===== src/rtl/note_judge_pkg.sv =====
// Shared constants, state encoding and helpers for the note_judge rhythm-game judge.
package note_judge_pkg;

   localparam int LANES_DEF   = 5;
   localparam int DEPTH_DEF   = 8;
   localparam int SCORE_W_DEF = 16;

   typedef enum logic [1:0] {
      ST_IDLE  = 2'd0,
      ST_PLAY  = 2'd1,
      ST_DRAIN = 2'd2,
      ST_DONE  = 2'd3
   } state_t;

   localparam logic [7:0] COMBO_BONUS_TH = 8'd8;
   localparam logic [7:0] PTS_BASE       = 8'd1;
   localparam logic [7:0] PTS_BONUS      = 8'd2;
   localparam logic [7:0] COMBO_MAX      = 8'd255;
   localparam logic [7:0] MISS_MAX       = 8'd255;

   // Number of set bits; lane vectors are zero-extended to 32 bits by the caller.
   function automatic logic [7:0] popcount(input logic [31:0] v);
      logic [7:0] n;
      n = '0;
      for (int i = 0; i < 32; i++) begin
         n = n + 8'(v[i]);
      end
      return n;
   endfunction

endpackage


===== src/rtl/note_judge_edge.sv =====
// lane_edge_detect: per-lane rising-edge detector for debounced player buttons.
module lane_edge_detect
   import note_judge_pkg::*;
#(
   parameter int LANES = LANES_DEF
) (
   input  logic             clk,
   input  logic             rst,
   input  logic [LANES-1:0] btn,
   output logic [LANES-1:0] press
);

   logic [LANES-1:0] prev_q;

   // NOTE: sequential state uses non-blocking assignments so every flop samples pre-edge values.
   always_ff @(posedge clk) begin
      if (rst) begin
         prev_q <= '0;
      end else begin
         prev_q <= btn;
      end
   end

   assign press = btn & ~prev_q;

endmodule


===== src/rtl/note_judge.sv =====
// note_judge: scrolls chart notes down a LANES x DEPTH field and judges presses at the hit row.
// Build option: NOTE_JUDGE_GHOST_PENALTY_EN makes a press on an empty hit-row lane break the combo.
module note_judge
   import note_judge_pkg::*;
#(
   parameter int LANES   = LANES_DEF,
   parameter int DEPTH   = DEPTH_DEF,
   parameter int SCORE_W = SCORE_W_DEF
) (
   input  logic                     clk,
   input  logic                     rst,
   input  logic                     start,
   input  logic                     song_end,
   input  logic                     step,
   input  logic [LANES-1:0]         key_in,
   input  logic [LANES-1:0]         btn,
   output logic [LANES*DEPTH-1:0]   field,
   output logic                     hit_pulse,
   output logic                     miss_pulse,
   output logic [SCORE_W-1:0]       score,
   output logic [7:0]               combo,
   output logic [7:0]               max_combo,
   output logic [7:0]               miss_count,
   output logic [1:0]               state
);

   localparam int DRAIN_W = $clog2(DEPTH) + 1;

   state_t               st_q, st_d;
   logic [LANES-1:0]     rows_q [DEPTH];
   logic [LANES-1:0]     rows_d [DEPTH];
   logic [SCORE_W-1:0]   score_q, score_d;
   logic [7:0]           combo_q, combo_d;
   logic [7:0]           max_q, max_d;
   logic [7:0]           miss_q, miss_d;
   logic                 hit_q, hit_d;
   logic                 missp_q, missp_d;
   logic [DRAIN_W-1:0]   drain_q, drain_d;

   logic [LANES-1:0]     press;
   logic                 judge;
   logic [LANES-1:0]     hit_row, hits, row_after, misses;
   logic [7:0]           hit_n, miss_n;
   logic [7:0]           pts;
   logic [15:0]          points;
   logic [SCORE_W:0]     score_sum;
   logic [8:0]           combo_sum, miss_sum;
   logic [7:0]           combo_hit;
   logic                 ghost_hit;

   lane_edge_detect #(.LANES(LANES)) u_edge (
      .clk   (clk),
      .rst   (rst),
      .btn   (btn),
      .press (press)
   );

   assign judge     = (st_q == ST_PLAY) || (st_q == ST_DRAIN);
   assign hit_row   = rows_q[DEPTH-1];
   assign hits      = judge ? (press & hit_row) : '0;
   assign row_after = hit_row & ~hits;
   assign misses    = (judge && step) ? row_after : '0;
   assign hit_n     = popcount(32'(hits));
   assign miss_n    = popcount(32'(misses));

`ifdef NOTE_JUDGE_GHOST_PENALTY_EN
   assign ghost_hit = judge && |(press & ~hit_row);
`else
   assign ghost_hit = 1'b0;
`endif

   // Bonus is decided by the combo held before this cycle's hits.
   assign pts       = (combo_q >= COMBO_BONUS_TH) ? PTS_BONUS : PTS_BASE;
   assign points    = 16'(hit_n) * 16'(pts);
   assign score_sum = (SCORE_W+1)'(score_q) + (SCORE_W+1)'(points);
   assign combo_sum = {1'b0, combo_q} + {1'b0, hit_n};
   assign miss_sum  = {1'b0, miss_q} + {1'b0, miss_n};
   assign combo_hit = (combo_sum > {1'b0, COMBO_MAX}) ? COMBO_MAX : combo_sum[7:0];

   // NOTE: every always_comb target gets a default first so no path leaves a latch behind.
   always_comb begin
      st_d    = st_q;
      rows_d  = rows_q;
      score_d = score_q;
      combo_d = combo_q;
      max_d   = max_q;
      miss_d  = miss_q;
      hit_d   = 1'b0;
      missp_d = 1'b0;
      drain_d = drain_q;

      if (start) begin
         st_d    = ST_PLAY;
         score_d = '0;
         combo_d = '0;
         max_d   = '0;
         miss_d  = '0;
         drain_d = '0;
         for (int r = 0; r < DEPTH; r++) rows_d[r] = '0;
      end else begin
         unique case (st_q)
            ST_PLAY, ST_DRAIN: begin
               rows_d[DEPTH-1] = row_after;
               if (step) begin
                  for (int r = DEPTH-1; r > 0; r--) rows_d[r] = rows_q[r-1];
                  rows_d[0] = (st_q == ST_PLAY) ? key_in : '0;
               end

               score_d = score_sum[SCORE_W] ? '1 : score_sum[SCORE_W-1:0];
               combo_d = combo_hit;
               if (miss_n != 8'd0 || ghost_hit) combo_d = '0;
               if (miss_n != 8'd0)
                  miss_d = (miss_sum > {1'b0, MISS_MAX}) ? MISS_MAX : miss_sum[7:0];
               max_d   = (combo_d > max_q) ? combo_d : max_q;
               hit_d   = (hits != '0);
               missp_d = (misses != '0) || ghost_hit;

               if (st_q == ST_PLAY) begin
                  if (song_end) begin
                     st_d    = ST_DRAIN;
                     drain_d = '0;
                  end
               end else if (step) begin
                  drain_d = drain_q + 1'b1;
                  if (drain_q == DRAIN_W'(DEPTH-1)) st_d = ST_DONE;
               end
            end
            default: begin
               for (int r = 0; r < DEPTH; r++) rows_d[r] = '0;
            end
         endcase
      end
   end

   always_ff @(posedge clk) begin
      if (rst) begin
         st_q    <= ST_IDLE;
         score_q <= '0;
         combo_q <= '0;
         max_q   <= '0;
         miss_q  <= '0;
         hit_q   <= 1'b0;
         missp_q <= 1'b0;
         drain_q <= '0;
         for (int r = 0; r < DEPTH; r++) rows_q[r] <= '0;
      end else begin
         st_q    <= st_d;
         score_q <= score_d;
         combo_q <= combo_d;
         max_q   <= max_d;
         miss_q  <= miss_d;
         hit_q   <= hit_d;
         missp_q <= missp_d;
         drain_q <= drain_d;
         rows_q  <= rows_d;
      end
   end

   for (genvar r = 0; r < DEPTH; r++) begin : g_field
      assign field[r*LANES +: LANES] = rows_q[r];
   end

   assign hit_pulse  = hit_q;
   assign miss_pulse = missp_q;
   assign score      = score_q;
   assign combo      = combo_q;
   assign max_combo  = max_q;
   assign miss_count = miss_q;
   assign state      = st_q;

endmodule


===== config.mk =====
export PLATFORM = sky130hd
export DESIGN_NAME = note_judge
export DESIGN_NICKNAME = d
export VERILOG_FILES = /design/src/rtl/note_judge_pkg.sv /design/src/rtl/note_judge_edge.sv /design/src/rtl/note_judge.sv
export SDC_FILE = /design/constraint.sdc
export NUM_CORES = 1
export LEC_CHECK = 0
export CORE_MARGIN = 2
export CORE_UTILIZATION = 46
export CTS_CLUSTER_DIAMETER = 100
export DETAILED_ROUTE_END_ITERATION = 6
export PLACE_DENSITY = 0.76
export SETUP_SLACK_MARGIN = 0.3
export SYNTH_ARGS = -nofsm -noshare
export SYNTH_HDL_FRONTEND = slang
export SYNTH_HIERARCHICAL = 1
export SYNTH_SLANG_ARGS = --single-unit

===== constraint.sdc =====
create_clock -name clk -period 5 [get_ports clk]
set_input_delay 0.75 -clock clk [delete_from_list [all_inputs] [get_ports clk]]
set_output_delay 0.75 -clock clk [all_outputs]
set_load 0.005 [all_outputs]

==> flow_summary.ini, run 1 <==
[run_status]
outcome = completed

[synth]
yosys.area.top_type_share = 0.393
post-synth-top-count-cell = dfxtp_1
synth_seq_cells = 93
ys_warn_count = 6
synth_top_area_cell = dfxtp_1
synth_edf_count = 0
yosysUniqueCellTypes = 52
syn_inst = 536
syn_area_um2 = 4740
synth_commonest_cells = dfxtp_1, nor2_1, mux2i_1
syn_nets = 587
async_reset_ff_frac = 0
yosys_most_used_dff = dfxtp_1
synth_area_leaders = dfxtp_1, mux2i_1, ha_1
synth.avg_cell_area_um2 = 8.84
ys_seq_area_frac = 0.393

[worst_setup_path]
crit_type = input port to flop
critPathLaunch = btn[0]
r2r-start = state[0]
rrSetupSlack_ns = 0.13
path_cells = clkdlybuf4s15_1 -> nor2b_4 -> nand2_1 -> or2_4 -> inv_2 -> fa_1 -> inv_2 -> fa_2 -> inv_2 -> ha_4 -> fa_2 -> a21o_1 -> a211o_1 -> o211a_1 -> ha_4 -> o21ai_2 -> nor2_4 -> buf_6 -> o31ai_4 -> buf_4 -> or3_1 -> a21oi_1
cp.depth = 22
critPathLaunchType = input port
crit_path_end = max_combo[0]
critPathMostFrequentCell = inv_2
worst-path-buf-inv = 6
critical-path-top-delay-family = adder cells
crit_required_ns = 5.29
slowest_delay_ns = 0.54
arrival_ns = 5.17
critPathCaptureType = flop
crit_fanout = 4
rr_endpoint = max_combo[0]
cpMaxStageDelayCell = fa_1
worstRegToRegCells = 21

[place]
place.gp.congestion = 0.880
placed_cell_area_um2 = 6060
hpwl_mm = 8.10
dp_slack_ns = -0.435
port_buffers = 98

[routing]
vias = 4433
drc = 0
drt_first_pass_iters = 5
wirelength_mm = 12.7
postRouteAntennaNets = 0
drtIter0Drc = 169
routed_via_density = 5.45
wire_per_inst_um = 15.6

[global_route]
grt_pass1_wl_mm = 19.9
grt_pass1_vias = 4293
grt_overflow = 0
grt_max_degree = 50
grt_use_total = 0.218
antenna_found_initial = 0

[clocking]
cts.sinks = 93
cts_tree = done
htree_num_levels = 3
cts.clk_slew.worst_paths_ns = 0.09
cts_buffer_depth = 2
hold_buffers = 0
cts_buffers = 9
clock_latency_ns = 0.36
root_buffer = clkbuf_8

[layout]
area_growth_pct = 40.9
postLayoutCellArea_um2 = 6680
antenna_cells = 0
nets = 724
layout-drive-gt1-share = 0.181

[timing]
setup_tns_ns = 0
slew_headroom = 0.442
hold_viol = 0
finalClockSkew_ns = 0.0103
rsz0062_at_grt = true
slew_viol_final = 0
layout_setup_ws_ns = 0.121
fin_crit_sh = 0.976
clock.fmax_mhz = 205
worstMarginPinSlew_ns = 0.837
period_minus_slack_ns = 4.88
setup_viol = 0

[floorplan]
die_area_um2 = 11100
fp.dieH_um = 106
initial_utilization = 0.465
die_w_um = 106
rows = 37
ios = 99
core_um2 = 10200

[power_and_ir_drop]
vdd_drop_max_uv = 124
power_leakage_nw = 2.55
power_per_cell_area_nw_per_um2 = 202

[flow_run]
maxCapViolations = 0

[hold_path]
hold_class = flop to flop
## timing repair
action / CTS / global route
gates cloned: 1 / 0
gates resized for setup: 35 / 30
setup buffers: 12 / 8
pin swaps: 20 / 26
endpoints found under the setup margin: 12 / 14
## worst min-delay path by stage
stage                    start    endpoint  slack, ns  cells past startpoint
global placement      field[3]    field[3]       0.47                      2
finish                field[3]    field[3]       0.49                      2
floorplan           drain_q[1]  drain_q[1]       0.46                      2
CTS                   field[3]    field[3]       0.50                      2
detailed placement    field[3]    field[3]       0.48                      2
global route          field[2]    field[2]       0.51                      2
## placed cells by master, fill, tap and decap left out, types with 4 or more instances in the layout
cell type and n:
xor2_1 4, a21oi_1 32, inv_2 5, inv_1 31, mux2i_1 41, clkdlybuf4s50_1 94, nor2_1 59, clkbuf_8 10
xnor2_1 6, buf_4 47, a31oi_1 9, ha_1 23, nor3_1 9, nand3_1 13, a221oi_1 6, and3_1 5
buf_6 6, o21ai_0 15, fa_1 5, dfxtp_1 91, nand4_1 5, nand2_1 30, nand3b_1 5, nand2b_1 10
a21o_1 5, nor2b_4 4, ha_4 6, or3_1 5, nor2b_1 15
## where the power goes
group          total [mW]  switching [mW]  internal [mW]
clock network       0.513           0.265          0.247
registers           0.750         0.00431          0.746
logic              0.0890          0.0465         0.0425
## layout make-up
cell class | count | area (µm²)
inverters | 36 | 135
fillers | 826 | 3500
repair buffers | 152 | 1410
multi-input cells | 381 | 2900
clock inverters | 5 | 57.6
clock buffers | 11 | 141
well taps | 136 | 170
flip-flops and latches | 93 | 1860
## layer usage
layer	share of wire	up-vias	global-route usage
met2	0.47	176	0.363
met3	0.074	41	0.0581
li1	-	2141	-
met1	0.42	2075	0.265
met5	0	-	0
met4	0.031	0	0.0921
## tightest hold or removal path, stage by stage, from the launching register on
cell	delay [ns]
dfxtp_1	0.33
nand2b_1	0.07
a21oi_1	0.05
## cells by family (layout without fill, tap and decap cells)
kind of cell	count (synthesis)	count (layout)	share of synthesized area
compound gates	98	98	0.128
xor+xnor	10	10	0.0185
fa+ha+maj	36	36	0.106
buf+inv	63	204	0.0510
flops	93	93	0.393
mux	43	43	0.0911
simple gates	193	194	0.213
## stage by stage
stage	hold slack, ns	power (mW)	cells	utilization
after floorplan	0.463	0.823	536	-
after global placement	0.470	0.848	777	0.595
after detailed placement	0.481	0.850	777	0.595
after CTS	0.496	1.36	806	0.640
after global routing	0.512	1.41	814	0.656
final	0.492	1.35	814	0.656
## flip-flops by register name, indices dropped and copies added, names as in the netlist, 4 cells and up
| signal | cells |
|---|---|
| hit_row | 5 |
| max_combo | 8 |
| score | 16 |
| field | 35 |
| u_edge/prev_q | 5 |
| miss_count | 8 |
| combo | 8 |
| drain_q | 4 |
Note: power is estimated with default switching activity, not from simulation.
==> run 2, diff against run 1 <==
- CORE_ASPECT_RATIO: default -> 0.8
==> flow_summary.ini, run 2 (synthesis gave the netlist of run 1 again) <==
[run_status]
outcome = completed

[place]
hpwl_mm = 8.57
port_buffers = 98
dp_slack_ns = -0.468
place_inst = 784
place.gp.congestion = 0.887

[timing]
slew_viol_final = 0
layout_setup_ws_ns = 0.122
hold_viol = 0
setup_tns_ns = 0
rsz0062_at_grt = true
period_minus_slack_ns = 4.88
fin_crit_sh = 0.976
finalClockSkew_ns = 0.00597
timing.hold.ws_ns = 0.492
slew_headroom = 0.400
worstMarginPinSlew_ns = 0.899
clock.fmax_mhz = 205
setup_viol = 0

[routing]
drc = 0
vias = 4674
drtIter0Drc = 335
wirelength_mm = 14.8
routed_via_density = 5.52
drt_first_pass_iters = 5
postRouteAntennaNets = 0
wire_per_inst_um = 17.4

[worst_setup_path]
slowest_delay_ns = 0.57
rr_endpoint = max_combo[2]
path_cells = inv_4 -> ha_4 -> or2_4 -> inv_4 -> fa_1 -> inv_1 -> fa_1 -> inv_2 -> ha_4 -> fa_2 -> a21oi_2 -> buf_4 -> nor3_1 -> o21a_1 -> ha_1 -> nor2b_1 -> o211ai_1 -> and4bb_4 -> o21ai_0 -> a21oi_1
critical-path-top-delay-family = adder cells
crit_fanout = 5
r2r-start = state[0]
rrSetupSlack_ns = 0.12
worst-path-buf-inv = 5
critPathCaptureType = flop
crit_type = flop to flop
worstRegToRegCells = 20
critPathLaunchType = flop
crit_required_ns = 5.27
arrival_ns = 5.15
cpMaxStageDelayCell = fa_1

[clocking]
cts_buffer_depth = 2
clock_latency_ns = 0.35
htree_num_levels = 3
cts.sinks = 93
cts_tree = done
cts_buffers = 9
hold_buffers = 0
cts.clk_slew.worst_paths_ns = 0.06
root_buffer = clkbuf_16

[power_and_ir_drop]
power.switching_mw = 0.345
power_per_cell_area_nw_per_um2 = 219
p_sw_frac = 0.225
power_leakage_nw = 2.71
p_int_mw = 1.19
comb_power_share = 0.062
vdd_drop_max_uv = 144
seq_power_share = 0.490
p_clk_frac = 0.448

[layout]
largest_reg_flops = 35
area_growth_pct = 47.6
stdcell_count = 847
layout_commonest_cell = clkdlybuf4s50_1
layout-drive-gt1-share = 0.214
antenna_cells = 0
nets = 754
layout_common_cells = clkdlybuf4s50_1, dfxtp_1, buf_4

[global_route]
grt_max_degree = 50
grt_pass1_wl_mm = 22.4
grt_use_total = 0.250
grt_overflow = 0
antenna_found_initial = 0
grt_pass1_vias = 4558

[floorplan]
fp.dieH_um = 94.8
die_w_um = 117
ios = 99
rows = 33
initial_utilization = 0.467
core_um2 = 10200
die_area_um2 = 11100

[hold_path]
hold_class = flop to flop
hold_depth = 2
min_to = field[2]
min_from = field[2]

[flow_run]
maxCapViolations = 0
==> run 2: cell count changes in the layout (fill, tap and decap cells not counted), moves of 3 or more <==
cell       before  now
buf_4          47   77
clkbuf_16       0    9
clkbuf_2        0    3
clkbuf_8       10    1
nand3_1        13   16
==> run 2: metal layers <==
metal / vias to the layer above / part of all wire / global-route usage
met3: 33 / 0.057 / 0.0519
met2: 191 / 0.48 / 0.423
li1: 2202 / - / -
met1: 2248 / 0.44 / 0.314
met5: - / 0 / 0
met4: 0 / 0.024 / 0.106
==> run 2: final cells by class <==
class	count	area, µm²
Fill cell	802	3160
Multi-Input combinational cell	382	2900
Sequential cell	93	1870
Timing Repair Buffer	181	1620
Clock buffer	11	243
Tap cell	140	175
Inverter	36	140
Clock inverter	4	48.8
==> run 2: tightest hold or removal path, stage by stage (launching register included) <==
cell and delay, ns:
dfxtp_1 0.33, nand2b_1 0.07, a21oi_1 0.05
==> run 2: power groups by stage <==
stage          combinational (mW)  clock [mW]  sequential [mW]
3_3_place_gp               0.0823           0            0.767
3_5_place_dp               0.0838           0            0.767
2_1_floorplan              0.0566           0            0.766
6_report                   0.0950       0.688            0.751
5_1_grt                     0.102       0.731            0.751
4_1_cts                    0.0879       0.694            0.751
==> run 2: timing repair <==
action,4_1_cts,5_1_grt
pin swaps,21,22
setup buffers,36,10
hold endpoints to repair,0,0
endpoints found under the setup margin,14,15
gates resized for setup,44,20
cloned,1,1
==> run 2: worst max path at each step <==
stage | start | cells after the start | slack [ns] | to
after floorplan | state[0] | 22 | 0.09 | max_combo[0]
after global placement | btn[1] | 20 | -0.30 | max_combo[0]
after detailed placement | btn[1] | 21 | -0.47 | max_combo[3]
after CTS | btn[1] | 21 | 0.31 | max_combo[0]
after global routing | state[0] | 19 | -0.05 | max_combo[1]
final | state[0] | 20 | 0.12 | max_combo[2]
==> run 2: per-stage QoR <==
| step | power (mW) | util | cell area, µm² |
|---|---|---|---|
| floorplan | 0.823 | - | 4790 |
| global placement | 0.849 | 0.599 | 6080 |
| detailed placement | 0.851 | 0.599 | 6080 |
| CTS | 1.53 | 0.677 | 6880 |
| global route | 1.58 | 0.689 | 7000 |
| finish | 1.53 | 0.689 | 7000 |
==> run 3, diff against run 2 <==
- SLEW_MARGIN: default -> 0
==> results of run 3 <==
The final DEF is identical to that of run 2; final timing and power are the same.
